**config.mk**
```make
export PLATFORM = sky130hd
export DESIGN_NAME = multi_channel_health_monitor
export DESIGN_NICKNAME = d
export VERILOG_FILES = /design/src/rtl/multi_channel_health_monitor_pkg.sv /design/src/rtl/multi_channel_health_monitor_chan_filter.sv /design/src/rtl/multi_channel_health_monitor.sv
export SDC_FILE = /design/constraint.sdc
export NUM_CORES = 1
export LEC_CHECK = 0
export CORE_UTILIZATION = 28
export DETAILED_ROUTE_END_ITERATION = 6
export PLACE_DENSITY = 0.55
export SYNTH_ARGS = -nofsm -noshare
export SYNTH_HDL_FRONTEND = slang
export SYNTH_SLANG_ARGS = --single-unit
```
**constraint.sdc**
```tcl
create_clock -name clk -period 2.22 [get_ports clk]
set_input_delay 0.333 -clock clk [delete_from_list [all_inputs] [get_ports clk]]
set_output_delay 0.333 -clock clk [all_outputs]
set_load 0.02 [all_outputs]
```
**src/rtl/multi_channel_health_monitor_pkg.sv**
```systemverilog
// Shared blink FSM encoding and sizing helper for the multi-channel health monitor.
package multi_channel_health_monitor_pkg;

  typedef enum logic [1:0] {
    ST_IDLE  = 2'd0,
    ST_ON    = 2'd1,
    ST_OFF   = 2'd2,
    ST_PAUSE = 2'd3
  } blink_state_t;

  // Bits needed to hold 0..n-1, never fewer than one.
  function automatic int clog2_min1(input int n);
    return (n > 1) ? $clog2(n) : 1;
  endfunction

endpackage

```
**src/rtl/multi_channel_health_monitor_chan_filter.sv**
```systemverilog
// One sensor channel: multi-flop synchroniser followed by a saturating glitch counter.
module multi_channel_health_monitor_chan_filter #(
  parameter int SYNC_STAGES = 2,
  parameter int THRESHOLD   = 50000
) (
  input  logic clk,
  input  logic reset,
  input  logic raw,
  output logic filt
);

  localparam int CNT_W = $clog2(THRESHOLD + 1);
  localparam logic [CNT_W-1:0] CNT_MAX  = CNT_W'(THRESHOLD);
  localparam logic [CNT_W-1:0] CNT_TRIP = CNT_W'(THRESHOLD - 1);

  logic [SYNC_STAGES-1:0] sync_q;
  logic [CNT_W-1:0]       cnt_q;
  logic                   synced;

  assign synced = sync_q[SYNC_STAGES-1];

  // NOTE: clocked state uses non-blocking assignments so every flop samples
  // pre-edge values; blocking here would collapse the synchroniser chain.
  always_ff @(posedge clk or negedge reset) begin
    if (!reset) begin
      sync_q <= '0;
      cnt_q  <= '0;
    end else begin
      sync_q <= {sync_q[SYNC_STAGES-2:0], raw};
      if (!synced)
        cnt_q <= '0;
      else if (cnt_q != CNT_MAX)
        cnt_q <= cnt_q + 1'b1;
    end
  end

  // The current synced sample counts toward the run, so THRESHOLD highs trip.
  assign filt = synced && (cnt_q >= CNT_TRIP);

endmodule

```
**src/rtl/multi_channel_health_monitor.sv**
```systemverilog
// N-channel health monitor: filtered per-channel alarms, first-fault capture, relay/LEDs and blink code.
module multi_channel_health_monitor
  import multi_channel_health_monitor_pkg::*;
#(
  parameter int NUM_CH        = 4,
  parameter int SYNC_STAGES   = 2,
  parameter int THRESHOLD     = 50000,
  parameter int BLINK_LIMIT   = 2500000,
  parameter int PAUSE_PERIODS = 4,
  parameter int LATCH_MODE    = 1,
  localparam int CH_W         = clog2_min1(NUM_CH)
) (
  input  logic              clk,
  input  logic              reset,
  input  logic [NUM_CH-1:0] Vout,
  input  logic              clear_alarm,
  output logic [NUM_CH-1:0] alarm_flags,
  output logic [CH_W-1:0]   first_fault,
  output logic              fault_valid,
  output logic              relay_output,
  output logic              red_led,
  output logic              green_led
);

  localparam int PAUSE_CYCLES = PAUSE_PERIODS * BLINK_LIMIT;
  localparam int TMR_W = clog2_min1((PAUSE_CYCLES > BLINK_LIMIT) ? PAUSE_CYCLES : BLINK_LIMIT);
  localparam logic [TMR_W-1:0] BLINK_END = TMR_W'(BLINK_LIMIT - 1);
  localparam logic [TMR_W-1:0] PAUSE_END = TMR_W'(PAUSE_CYCLES - 1);

  logic [NUM_CH-1:0] filt;
  logic [NUM_CH-1:0] flag_next;
  logic [CH_W-1:0]   lowest;
  blink_state_t      state_q;
  logic [TMR_W-1:0]  timer_q;
  logic [CH_W-1:0]   pulse_q;

  for (genvar i = 0; i < NUM_CH; i++) begin : g_chan
    multi_channel_health_monitor_chan_filter #(
      .SYNC_STAGES(SYNC_STAGES),
      .THRESHOLD  (THRESHOLD)
    ) u_filter (
      .clk  (clk),
      .reset(reset),
      .raw  (Vout[i]),
      .filt (filt[i])
    );
  end

  // NOTE: every always_comb output gets a default first so no path leaves it
  // unassigned, which would otherwise infer a latch.
  always_comb begin
    flag_next = filt;
    if (LATCH_MODE != 0)
      flag_next = filt | (alarm_flags & ~{NUM_CH{clear_alarm}});
    lowest = '0;
    for (int i = NUM_CH - 1; i >= 0; i--)
      if (flag_next[i]) lowest = CH_W'(i);
  end

  always_ff @(posedge clk or negedge reset) begin
    if (!reset) begin
      alarm_flags  <= '0;
      first_fault  <= '0;
      fault_valid  <= 1'b0;
      relay_output <= 1'b0;
      green_led    <= 1'b1;
    end else begin
      alarm_flags  <= flag_next;
      relay_output <= |alarm_flags;
      green_led    <= ~|alarm_flags;
      if (flag_next == '0) begin
        fault_valid <= 1'b0;
        first_fault <= '0;
      end else if (alarm_flags == '0) begin
        fault_valid <= 1'b1;
        first_fault <= lowest;
      end
    end
  end

  // Blink code: first_fault+1 pulses, then a long pause, repeated while any flag is up.
  always_ff @(posedge clk or negedge reset) begin
    if (!reset) begin
      state_q <= ST_IDLE;
      red_led <= 1'b0;
      timer_q <= '0;
      pulse_q <= '0;
    end else if (alarm_flags == '0) begin
      state_q <= ST_IDLE;
      red_led <= 1'b0;
      timer_q <= '0;
      pulse_q <= '0;
    end else begin
      case (state_q)
        ST_IDLE: begin
          state_q <= ST_ON;
          red_led <= 1'b1;
          timer_q <= '0;
          pulse_q <= '0;
        end
        ST_ON: begin
          if (timer_q == BLINK_END) begin
            state_q <= ST_OFF;
            red_led <= 1'b0;
            timer_q <= '0;
          end else begin
            timer_q <= timer_q + 1'b1;
          end
        end
        ST_OFF: begin
          if (timer_q == BLINK_END) begin
            timer_q <= '0;
            if (pulse_q == first_fault) begin
              state_q <= ST_PAUSE;
            end else begin
              pulse_q <= pulse_q + 1'b1;
              state_q <= ST_ON;
              red_led <= 1'b1;
            end
          end else begin
            timer_q <= timer_q + 1'b1;
          end
        end
        ST_PAUSE: begin
          if (timer_q == PAUSE_END) begin
            state_q <= ST_ON;
            red_led <= 1'b1;
            timer_q <= '0;
            pulse_q <= '0;
          end else begin
            timer_q <= timer_q + 1'b1;
          end
        end
        default: begin
          state_q <= ST_IDLE;
          red_led <= 1'b0;
        end
      endcase
    end
  end

endmodule

```
# Yosys cells after proc, flatten, opt, wreduce, memory -nomap -nowiden
# Index checks and enable logic that the tools add are counted.
[totals] reg_bits=110 latch_bits=0 ramBits=0 mem_bits_ro=0 input_bits=7 memories=0
[classes] addsub=6 multipliers=0 n_div=0 magnitude_cmp=4 eq_ne=18 shift=0 mux=37 n_bitwise=3 n_reduce_logical=15
[op_table] op="$mux 16" n=8
[op_table] op="$mux 24" n=3
[op_table] op="$pmux 24 s3" n=1
[op_table] op="$add 16x1->16 const B" n=4
[op_table] op="$ge 16x16->1 const B" n=4
[op_table] op="$ne 16x16->1 const B" n=4
[op_table] op="$mux 2" n=15
[op_table] op="$add 24x1->24 const B" n=1
[op_table] op="$eq 24x22->1 const B" n=1
[op_table] op="$eq 24x24->1 const B" n=1
[op_table] op="$ne 3x3->1 const B" n=4
[op_table] op="$logic_not 4->1" n=2
[op_table] op="$ne 2x2->1 const B" n=4
[op_table] op="$pmux 2 s4" n=1
[op_table] op="$reduce_and 4->1" n=2
[op_table] op="$mux 1" n=7
[op_table] op="$pmux 2 s3" n=1
[op_table] op="$and 4x4->4" n=1
[op_table] op="$eq 2x2->1 const B" n=2
[op_table] op="$logic_and 1x1->1" n=4
[op_table] op="$not 4->4" n=1
[op_table] op="$or 4x4->4" n=1
[op_table] op="$pmux 1 s4" n=1
[op_table] op="$reduce_bool 4->1" n=1
[op_table] op="other kinds (9)" n=9

# Depth between registers and ports, before layout
# Gate-level depths: netlist of run 1.
[logic_depth] ltp_word=9 ltp_mapped=7 depth_no_buf=7

# Hierarchy
# A second synthesis of run 1 with hierarchy kept.
[unflattened] cells_unflattened=606 hier_area_um2=5866.9
[modules_own_cells] mod="multi_channel_health_monitor_chan_filter" instances=4 cells_each=101 area_per_inst_um2=969.7
[modules_own_cells] mod="multi_channel_health_monitor" instances=1 cells_each=202 area_per_inst_um2=1988.2

# Least setup slack after synthesis of run 1
# No wires, ideal clock.
[synth_timing] kind="reg-to-reg" startpoint="reg g_chan[1].u_filter.cnt_q[0]" endpoint="reg first_fault[0]" arrival_ns=2.031 path_slack_ns=0.048 path_stages_with_launch=7 cell_sequence="dfrtp_1 > ha_1 > and3_1 > or4_1 > a221o_1 > nor4_1 > nor3_1"
[synth_via] elab_chain_len=7 elab_cells_between_ends=9
[synth_rtl] element="from (decl)" line_no="multi_channel_health_monitor_chan_filter.sv:17" source="logic [CNT_W-1:0] cnt_q;"
[synth_rtl] element="from (signal assigned)" line_no="multi_channel_health_monitor_chan_filter.sv:33" source="cnt_q <= cnt_q + 1'b1;"
[synth_rtl] element="$ge 16x16->1 *" line_no="multi_channel_health_monitor_chan_filter.sv:38" source="assign filt = synced && (cnt_q >= CNT_TRIP);"
[synth_rtl] element="$logic_and 1x1->1 *" line_no="multi_channel_health_monitor_chan_filter.sv:38"
[synth_rtl] element="$or 4x4->4 *" line_no="multi_channel_health_monitor.sv:54" source="flag_next = filt | (alarm_flags & ~{NUM_CH{clear_alarm}});"
[synth_rtl] element="net flag_next[1]" line_no="multi_channel_health_monitor.sv:31" source="logic [NUM_CH-1:0] flag_next;"
[synth_rtl] element="$mux 2 (2 in series)" line_no="multi_channel_health_monitor.sv:57" source="if (flag_next[i]) lowest = CH_W'(i);"
[synth_rtl] element="$mux 2" line_no="multi_channel_health_monitor.sv:74" source="end else if (alarm_flags == '0) begin"
[synth_rtl] element="$mux 2" line_no="multi_channel_health_monitor.sv:71" source="if (flag_next == '0) begin"
[synth_rtl] element="to (signal assigned)" line_no="multi_channel_health_monitor.sv:76" source="first_fault <= lowest;"
[synth_rtl] element="to (decl)" line_no="multi_channel_health_monitor.sv:18" source="output logic [CH_W-1:0] first_fault,"
# The timed path passes the listed nets; every way through them passes the cells marked *. The select of a mux whose other input is x is not followed.
# A chain may end at the register's enable or synchronous reset.

# Worst setup path in the final report of run 1
[layout_timing] startpoint="reg timer_q[19]" endpoint="reg pulse_q[1]"
[layout_via] elab_chain_len=3 elab_cells_between_ends=5
[layout_rtl] element="from (decl)" line_no="multi_channel_health_monitor.sv:34" source="logic [TMR_W-1:0] timer_q;"
[layout_rtl] element="from (signal assigned)" line_no="multi_channel_health_monitor.sv:107" source="timer_q <= timer_q + 1'b1;"
[layout_rtl] element="from (signal assigned)" line_no="multi_channel_health_monitor.sv:121" source="timer_q <= timer_q + 1'b1;"
[layout_rtl] element="from (signal assigned)" line_no="multi_channel_health_monitor.sv:131" source="timer_q <= timer_q + 1'b1;"
[layout_rtl] element="$eq 24x24->1 / $eq 24x22->1 (equally long branches)" line_no="multi_channel_health_monitor.sv:125, multi_channel_health_monitor.sv:111"
[layout_rtl] element="$ne 3x3->1 (no line)"
[layout_rtl] element="$reduce_and 4->1 (no line) *"
[layout_rtl] element="to (signal assigned)" line_no="multi_channel_health_monitor.sv:116" source="pulse_q <= pulse_q + 1'b1;"
[layout_rtl] element="to (decl)" line_no="multi_channel_health_monitor.sv:35" source="logic [CH_W-1:0] pulse_q;"
# Mark *: on every way between the ends. The rest lies on a longest branch, timed or not.

==> metrics, run 1 <==
Final #Nets 625; met2 WL between 5 and 6 mm; Hold Crit Class reg2reg; vias in the first global route 4,184; relative slew slack roughly 58%; CTS tree yes; sequential share of the synthesized area 48.93%; R2R Path Start timer_q[19]; total power 3.873 mW; DR iter-0 viols around 180; GPL Wtd Cong 0.7897; Synth Instances around 560; final worst slack 0.07265 ns; fraction of registers with async set/reset 100.0%; worst skew pair latency ~0.35 ns; fmax 0.4657 GHz; die height 143.8 µm; fin crit share a little over nine tenths; VDD IR max 0.3465 mV; startpoint types register; Setup Skew 0.004892 ns; Yosys cell types 52; final WL about 11 mm; Fin. Hold Viols 0; FF+latch count, synth 110; first-pass GRT wire length between 20 and 25 mm; Via-to-Cell Ratio 4.661; share of cells above drive strength 1 8.553%; # clock sinks 110; Total GRT Usage about an eighth; Finished Layout Cells 873; hold slack about 0.35 ns; EDFF count, synth 0; vias just over 4,000; WL met3 335 µm; Slew Viols, Final 0; # setup viols final 0; yosys warns 0; Worst-Margin Slew 0.6314 ns; Boundary Pins 17; Final ANT Viol Nets 0; clock-pin transition on the worst setup and hold timing paths 0.07 ns; Initial Utilization 28.73%; largest net degree at the start of global routing 38; Crit. End Element register; Max-Cap Viols 0; Ant. Diodes 0; setup_tns 0 ns; Clock Path Buffers 2; Worst Path Max Fanout 5; commonest non-fill, non-tap cell in the layout dfrtp_1; post-placement setup slack 0.06578 ns; DR WL/cell 13.16 µm; Hold Startpoint g_chan[1].u_filter.sync_q[0]; P&R area growth vs syn 18.03%; Post-Syn Area 0.005628 mm²; # port buffers 16; Worst Setup SP timer_q[19]; Syn Nets 583; crit path kind reg2reg; commonest non-fill, non-tap cells in the layout 109 x dfrtp_1, 51 x and2_1, 43 x xnor2_1; initial antenna violation count 0; total grt overflow 0; core area around 0.020 mm²; Worst EP arrival 2.44 ns; die area a little over 0.02 mm²; DRC Markers 0; Avg Cell Area, Syn 10.03 µm²; clock root cell clkbuf_16; Rows 51; LEAKAGE 2.779 nW; unrepaired setup endpoints after global routing no; H-tree Lvls 3; TritonCTS Buffers 9; WP data required 2.51 ns; outcome finished, final reports clean; top_reg_cell synth dfrtp_1; WL met1 5.557 mm; min Tclk post-route 2.147 ns; Die W 143.8 µm; highest routed layer met4; post-DP HPWL 8.092 mm; power density over the cells approximately 600 mW/mm²; Pre-antenna DRT Iters 4; Post-Place Cells between 800 and 900
[cell usage after synthesis, drive strengths merged, types with 13 or more instances]
| library cell | instances | share of area (%) |
|---|---|---|
| o21ai | 16 | 1.4 |
| ha | 15 | 3.3 |
| nand4 | 23 | 2.6 |
| nor3 | 13 | 1.2 |
| dfrtp | 109 | 48 |
| xnor2 | 43 | 6.7 |
| and2 | 51 | 5.7 |
| nand2 | 37 | 2.5 |
| nand3 | 40 | 3.6 |
| nor2 | 37 | 2.5 |
| xor2 | 26 | 4.0 |
| inv | 20 | 1.3 |
[critical path, stage by stage (launching register included)]
cell and delay, ns:
dfrtp_1 0.38, or4b_1 0.52, or4_4 0.47, or2_1 0.27
o31ai_2 0.24, a32o_1 0.20
[area by class of cell]
class	instances	area [µm²]
tap	265	331.6
clock buffer	12	256.5
inverter	20	75.07
multi-input combinational	419	2771
sequential	110	2754
timing repair buffer	43	400.4
fill	1997	12950
clock inverter	4	53.80
[routing by layer]
metal | vias up | global-route usage (%)
met3 | 7 | 3.399
met5 | - | 0
li1 | 2033 | -
met4 | 0 | 3.024
met2 | 30 | 21.08
met1 | 1999 | 15.56
[logic make-up after synthesis]
kind of cell	share of synthesized area (%)
buffers and inverters	2.268
and+or+nand+nor	27.46
adders and majority gates	3.335
DFF	48.93
muxes	0.5336
xor gates and xnor gates	10.74
AOI/OAI and AO/OA	6.736
[sequential cells by signal, indices dropped and copies added, names as in the netlist]
register,count
alarm_flags,4
g_chan.u_filter.cnt_q,64
pulse_q,2
red_led,1
green_led,1
first_fault,2
state_q,2
g_chan.u_filter.sync_q,8
relay_output,1
timer_q,24
fault_valid,1
[timing repair]
| item | 4_1_cts | 5_1_grt |
|---|---|---|
| hold endpoints to repair | 34 | 0 |
| hold buffers | 1 | 0 |
| setup buffers | 0 | 3 |
| gates resized for setup | 0 | 6 |
| setup endpoints to repair | 0 | 9 |
[power breakdown]
| group | switching (mW) | internal, mW |
|---|---|---|
| Clock | 0.730 | 0.942 |
| Sequential | 0.0281 | 2.03 |
| Combinational | 0.0857 | 0.0614 |
| Total | 0.843 | 3.03 |
[metrics by stage]
| step | utilization [%] | cell area (µm²) |
|---|---|---|
| floorplan | - | 5628 |
| global placement | 32.03 | 6275 |
| detailed placement | 32.03 | 6275 |
| CTS | 33.67 | 6595 |
| global route | 33.91 | 6643 |
| finish | 33.91 | 6643 |
[worst paths after layout]
| check | end | slack [ns] | depth (start not counted) |
|---|---|---|---|
| max | pulse_q[1] | 0.07 | 5 |
| min | g_chan[1].u_filter.sync_q[1] | 0.35 | 0 |
| max reg2reg | pulse_q[1] | 0.07 | 5 |
| min reg2reg | g_chan[1].u_filter.sync_q[1] | 0.35 | 0 |
| max in group asynchronous | g_chan[1].u_filter.cnt_q[1] | 1.03 | 3 |
| min in group asynchronous | g_chan[3].u_filter.cnt_q[1] | 0.52 | 2 |
(Power assumes the default switching activity.)
==> inputs of run 2 (changes only) <==
PLACE_DENSITY = 0.49   (was 0.55)
clock period = 2.3 ns   (was 2.22 ns; I/O delays follow)
==> run 2 against run 1 <==
Wire length is 1.1% higher. Worst setup slack better by 0.0092 ns. Sequential cell count unchanged. Utilization decreased by 0.41 points. Total power decreased by 6.1%. Largest power group unchanged. Critical path depth unchanged. Register-to-register slack barely moved. Maximum frequency decreased by 3.2%. Clock skew up 0.0058 ns. Combinational power is 10% lower. Final cell count decreased by 0.80%. Critical path type unchanged. Clock-buffer cell count down 1. Highest routed layer unchanged.
==> metrics, run 2 (synthesis gave the netlist of run 1 again) <==
startpoint types register; Hold Crit Class reg2reg; Hold Path Stages 0 (unchanged); H-tree Lvls 3 (unchanged); final WL 11.61 mm (+1.1%); vias in the first global route 4,124 (-1.4%); Worst EP arrival 2.50 ns (+0.06 ns); Worst Path Max Fanout 5 (unchanged); Max-Cap Viols 0 (unchanged); initial antenna violation count 0 (unchanged); die area 0.02067 mm² (unchanged); TritonCTS Buffers 9 (unchanged); Via-to-Cell Ratio 4.794 (+2.9%); LEAKAGE 2.745 nW (-1.2%); Hold Path Sink g_chan[1].u_filter.sync_q[1]; commonest non-fill, non-tap cell in the layout dfrtp_1; unrepaired setup endpoints after global routing yes; setup_tns 0 ns (unchanged); Slew Viols, Final 0 (unchanged); post-DP HPWL 8.066 mm (-0.32%); largest net degree at the start of global routing 45 (+18%); Register-to-Register Path Depth 5 (unchanged); Hold Startpoint g_chan[1].u_filter.sync_q[0]; GPL Wtd Cong 0.7781 (-1.5%); core area 0.01959 mm² (unchanged); Pint 2.806 mW (-7.4%); clock root cell clkbuf_16; total power 3.637 mW (-6.1%); outcome finished, final reports clean; DRC Markers 0 (unchanged); die height 143.8 µm (unchanged); Pre-antenna DRT Iters 4 (unchanged); Logic pwr share 3.6% (-0.2 points); Clock Path Buffers 2 (unchanged); Initial Utilization 28.73% (unchanged); Fin. Hold Viols 0 (unchanged); # port buffers 16 (unchanged); WP data required 2.58 ns (+0.07 ns); Reg with most FFs g_chan.u_filter.cnt_q; R2R Path Start timer_q[15]; Final #Nets 618 (-1.1%); DR WL/cell 13.41 µm (+1.9%); worst skew pair latency 0.36 ns (about the same); Total GRT Usage 12.34% (-0.087 points); min Tclk post-route 2.218 ns (+0.07078 ns); Sw Ratio 22.85% (+1.1 points); P&R area growth vs syn 16.61%; CTS tree yes; vias 4,152 (+2.0%); Ant. Diodes 0 (unchanged); # clock sinks 110 (unchanged); Setup Skew 0.01073 ns (+0.005839 ns); Regs by FF count g_chan.u_filter.cnt_q x64, timer_q x24, g_chan.u_filter.sync_q x8; clock-pin transition on the worst setup and hold timing paths 0.07 ns (about the same); final worst slack 0.08186 ns (+0.009216 ns); share of cells above drive strength 1 7.654% (-0.90 points); sw power 0.8312 mW (-1.4%); total grt overflow 0 (unchanged); r2r endpoint pulse_q[1]; commonest non-fill, non-tap cells in the layout 109 x dfrtp_1, 51 x and2_1, 43 x xnor2_1; DR iter-0 viols 215 (+20%); Seq pwr share 54.6% (+1.5 points); Crit. End Element register; final core area utilization 33.50% (-0.41 points); Rows 51 (unchanged); VDD IR max 0.3408 mV (-1.7%); fin crit share 96.44% (-0.29 points); relative slew slack 61.05% (+3.3 points); clock power share 41.8% (-1.3 points); Boundary Pins 17 (unchanged); power density over the cells 554.2 mW/mm² (-4.9%); hold slack 0.3520 ns (+0.002247 ns); Die W 143.8 µm (unchanged); fmax 0.4508 GHz (-3.2%); Worst-Margin Slew 0.5790 ns (-0.05239 ns); first-pass GRT wire length 19.95 mm (-1.5%); max reg flops 64 (unchanged); # fillers 1,973 (-1.2%); post-placement setup slack 0.07940 ns (+0.01362 ns); Final ANT Viol Nets 0 (unchanged); Worst R2R Setup Slack 0.08 ns (about the same); crit path kind reg2reg; # setup viols final 0 (unchanged)
[run 2: cell types whose count changed in the layout (fill, tap and decap cells not counted), sizes merged]
cell      delta
buf          -7
bufinv       -1
clkbuf       -1
clkinv       +4
clkinvlp     -2
[run 2: layout make-up]
type | instances | area (µm²) | area share (%)
clock buffer | 11 | 252.7 | 3.851
clock inverter | 5 | 32.53 | 0.4957
inverter | 20 | 75.07 | 1.144
multi-input combinational | 419 | 2769 | 42.19
sequential | 110 | 2754 | 41.96
tap | 265 | 331.6 | 5.052
timing repair buffer | 36 | 347.8 | 5.300
[run 2: repair_timing]
action | CTS | global route
endpoints found under the setup margin | 0 | 17
hold buffers | 1 | 0
hold endpoints to repair | 27 | 0
gates resized for setup | 0 | 5
setup buffers | 0 | 1
[run 2: worst max-delay path, stage by stage (launching register included)]
cell     delay (ns)
dfrtp_1        0.43
or4b_1         0.54
or4_4          0.49
or2_1          0.27
o31ai_2        0.23
a32o_1         0.19
[run 2: per-stage QoR]
step                      instance area [µm²]  std cells
after floorplan                          5628        561
after detailed placement                 6237        848
final                                    6563        866
after global routing                     6563        866
after global placement                   6237        848
after CTS                                6533        865
[run 2: worst max-delay path by stage]
stage                                      startpoint  slack (ns)             end
after floorplan           g_chan[1].u_filter.cnt_q[0]        0.13  first_fault[0]
after global placement    g_chan[1].u_filter.cnt_q[1]        0.13  first_fault[0]
after detailed placement  g_chan[1].u_filter.cnt_q[1]        0.08  first_fault[0]
after CTS                 g_chan[1].u_filter.cnt_q[1]        0.05  first_fault[0]
after global routing                      timer_q[15]       -0.02      pulse_q[1]
final                                     timer_q[15]        0.08      pulse_q[1]
[run 2: layer usage]
metal	part of all wire (%)	vias to the layer above	track usage [%]
li1	-	2020	-
met1	50	2070	15.94
met2	46	50	19.80
met3	2.8	12	3.299
met4	1.5	0	4.311
met5	0	-	0
[run 2: power groups by stage]
stage | sequential (mW) | combinational [mW] | clock, mW
after floorplan | 2.01 | 0.0575 | 0
after global placement | 2.02 | 0.133 | 0
after detailed placement | 2.03 | 0.136 | 0
after CTS | 1.99 | 0.138 | 1.58
after global routing | 1.99 | 0.155 | 1.65
final | 1.99 | 0.132 | 1.52
==> inputs of run 3 (changes only) <==
CTS_CLUSTER_DIAMETER = 120   (was unset)
PLACE_DENSITY = 0.47   (was 0.49)
SLEW_MARGIN = 20   (was unset)
==> run 3 against run 2 <==
Sequential power hardly changed. Hold slack about the same. Sequential share of layout area down 0.22 points. Highest routed layer unchanged. Clock skew fell by 0.0022 ns. Critical path depth is the same. Critical endpoint is now state_q[0]. Global-route usage is 0.22 points higher. Combinational power is essentially flat. Utilization grew 0.18 points. Clock-buffer cell count unchanged. Final cell count rose by 0.12%.
==> metrics, run 3 (synthesis gave the netlist of run 1 again) <==
final core area utilization 33.68% (+0.18 points); vias 4,036 (-2.8%); total grt overflow 0 (unchanged); clock-pin transition on the worst setup and hold timing paths 0.07 ns (about the same); DR WL/cell 13.45 µm (+0.26%); Hold Path Sink g_chan[2].u_filter.sync_q[1]; Rows 51 (unchanged); Die W 143.8 µm (unchanged); Register-to-Register Path Depth 5 (unchanged); Post-CTS Setup Repair Bufs 0 (unchanged); Ant. Diodes 0 (unchanged); CTS tree yes; Worst R2R Setup Slack 0.13 ns (+0.04 ns); # port buffers 16 (unchanged); Worst-Margin Slew 0.6587 ns (+0.07971 ns); relative slew slack 55.93% (-5.1 points); initial antenna violation count 0 (unchanged); Max-Cap Viols 0 (unchanged); first-pass GRT wire length 20.31 mm (+1.8%); Fin. Hold Viols 0 (unchanged); DRC Markers 0 (unchanged); DR iter-0 viols 167 (-22%); unrepaired setup endpoints after global routing no; die area 0.02067 mm² (unchanged); LEAKAGE 2.767 nW (+0.79%); startpoint types register; # clock sinks 110 (unchanged); final WL 11.66 mm (+0.38%); Final ANT Viol Nets 0 (unchanged); commonest non-fill, non-tap cells in the layout 109 x dfrtp_1, 51 x and2_1, 43 x xnor2_1; P&R area growth vs syn 17.23%; Boundary Pins 17 (unchanged); die height 143.8 µm (unchanged); Hold Path Stages 0 (unchanged); min Tclk post-route 2.174 ns (-0.04423 ns); max reg flops 64 (unchanged); fin crit share 94.52% (-1.9 points); fmax 0.4600 GHz (+2.0%); Pre-antenna DRT Iters 4 (unchanged); Worst EP arrival 2.42 ns (-0.08 ns); hold slack 0.3524 ns (+0.0003780 ns); outcome finished, final reports clean; VDD IR max 0.3271 mV (-4.0%); R2R Path Start timer_q[9]; Worst Path Max Fanout 6 (+1); H-tree Lvls 3 (unchanged); Hold Startpoint g_chan[2].u_filter.sync_q[0]; core area 0.01959 mm² (unchanged); Regs by FF count g_chan.u_filter.cnt_q x64, timer_q x24, g_chan.u_filter.sync_q x8; WP data required 2.54 ns (-0.04 ns); # fillers 2,022 (+2.5%); Final #Nets 619 (+0.16%); power density over the cells 570.9 mW/mm² (+3.0%); Initial Utilization 28.73% (unchanged); Hold Crit Class reg2reg; crit path kind reg2reg; Clock Path Buffers 2 (unchanged); commonest non-fill, non-tap cell in the layout dfrtp_1; TritonCTS Buffers 9 (unchanged); Total GRT Usage 12.56% (+0.22 points); Reg with most FFs g_chan.u_filter.cnt_q; share of cells above drive strength 1 7.641% (-0.013 points); Slew Viols, Final 0 (unchanged); largest net degree at the start of global routing 40 (-11%); Setup Skew 0.008576 ns (-0.002155 ns); vias in the first global route 4,060 (-1.6%); GPL Wtd Cong 0.8003 (+2.9%); worst skew pair latency 0.35 ns (about the same); clock root cell clkbuf_16; Crit. End Element register; # setup viols final 0 (unchanged); post-DP HPWL 8.270 mm (+2.5%); Via-to-Cell Ratio 4.655 (-2.9%); r2r endpoint state_q[0]
run 3: changes by cell type in the layout (fill, tap and decap cells not counted), sizes merged:
cell    before  now
buf         20   21
bufinv       0    1
inv         21   22
clkinv       4    2
run 3: metal layers:
metal | vias to the layer above | part of all wire, % | global-route usage, %
li1 | 2025 | - | -
met1 | 1967 | 49 | 16.41
met2 | 37 | 47 | 20.06
met3 | 7 | 3.5 | 4.032
met4 | 0 | 0.88 | 2.968
met5 | - | 0 | 0
run 3: through the flow:
| step | TNS, ns | total power [mW] | instances | setup slack (ns) | area [µm²] |
|---|---|---|---|---|---|
| 2_1_floorplan | 0 | 2.072 | 561 | 0.1280 | 5628 |
| 3_3_place_gp | 0 | 2.157 | 850 | 0.06011 | 6240 |
| 3_5_place_dp | -0.01554 | 2.160 | 850 | -0.01554 | 6240 |
| 4_1_cts | 0 | 3.837 | 867 | 0.1009 | 6573 |
| 5_1_grt | 0 | 3.936 | 867 | 0.002470 | 6598 |
| 6_report | 0 | 3.767 | 867 | 0.1261 | 6598 |
run 3: worst max path at each step:
stage	from	end	slack (ns)	cells past startpoint
2_1_floorplan	g_chan[1].u_filter.cnt_q[0]	first_fault[0]	0.13	6
3_5_place_dp	g_chan[1].u_filter.cnt_q[1]	first_fault[0]	-0.02	6
4_1_cts	g_chan[1].u_filter.cnt_q[1]	first_fault[0]	0.10	6
3_3_place_gp	g_chan[1].u_filter.cnt_q[1]	first_fault[0]	0.06	6
6_report	timer_q[9]	state_q[0]	0.13	5
5_1_grt	timer_q[9]	pulse_q[1]	0.002	5
run 3: cell type report:
class | count | area [µm²] | share of cell area [%]
multi-input cells | 419 | 2778 | 42.10
clock buffers | 11 | 252.7 | 3.831
clock inverters | 5 | 63.81 | 0.9672
well taps | 265 | 331.6 | 5.026
inverters | 20 | 75.07 | 1.138
repair buffers | 37 | 342.8 | 5.196
flip-flops and latches | 110 | 2754 | 41.74
run 3: critical path: stages (launching register included):
cell,delay (ns)
dfrtp_1,0.44
or4b_1,0.51
or4_4,0.49
o22ai_2,0.22
a21oi_1,0.12
a311oi_1,0.30
run 3: what timing repair did:
action	CTS	global route
pin swaps	0	0
gates cloned	0	0
resized for setup	1	4
hold buffers	1	0
endpoints found under the setup margin	1	4
hold endpoints to repair	35	0
run 3: where the power goes:
group / switching (mW) / internal (mW)
logic: 0.0768 / 0.0534
clock network: 0.733 / 0.917
registers: 0.0313 / 1.96
total: 0.841 / 2.93
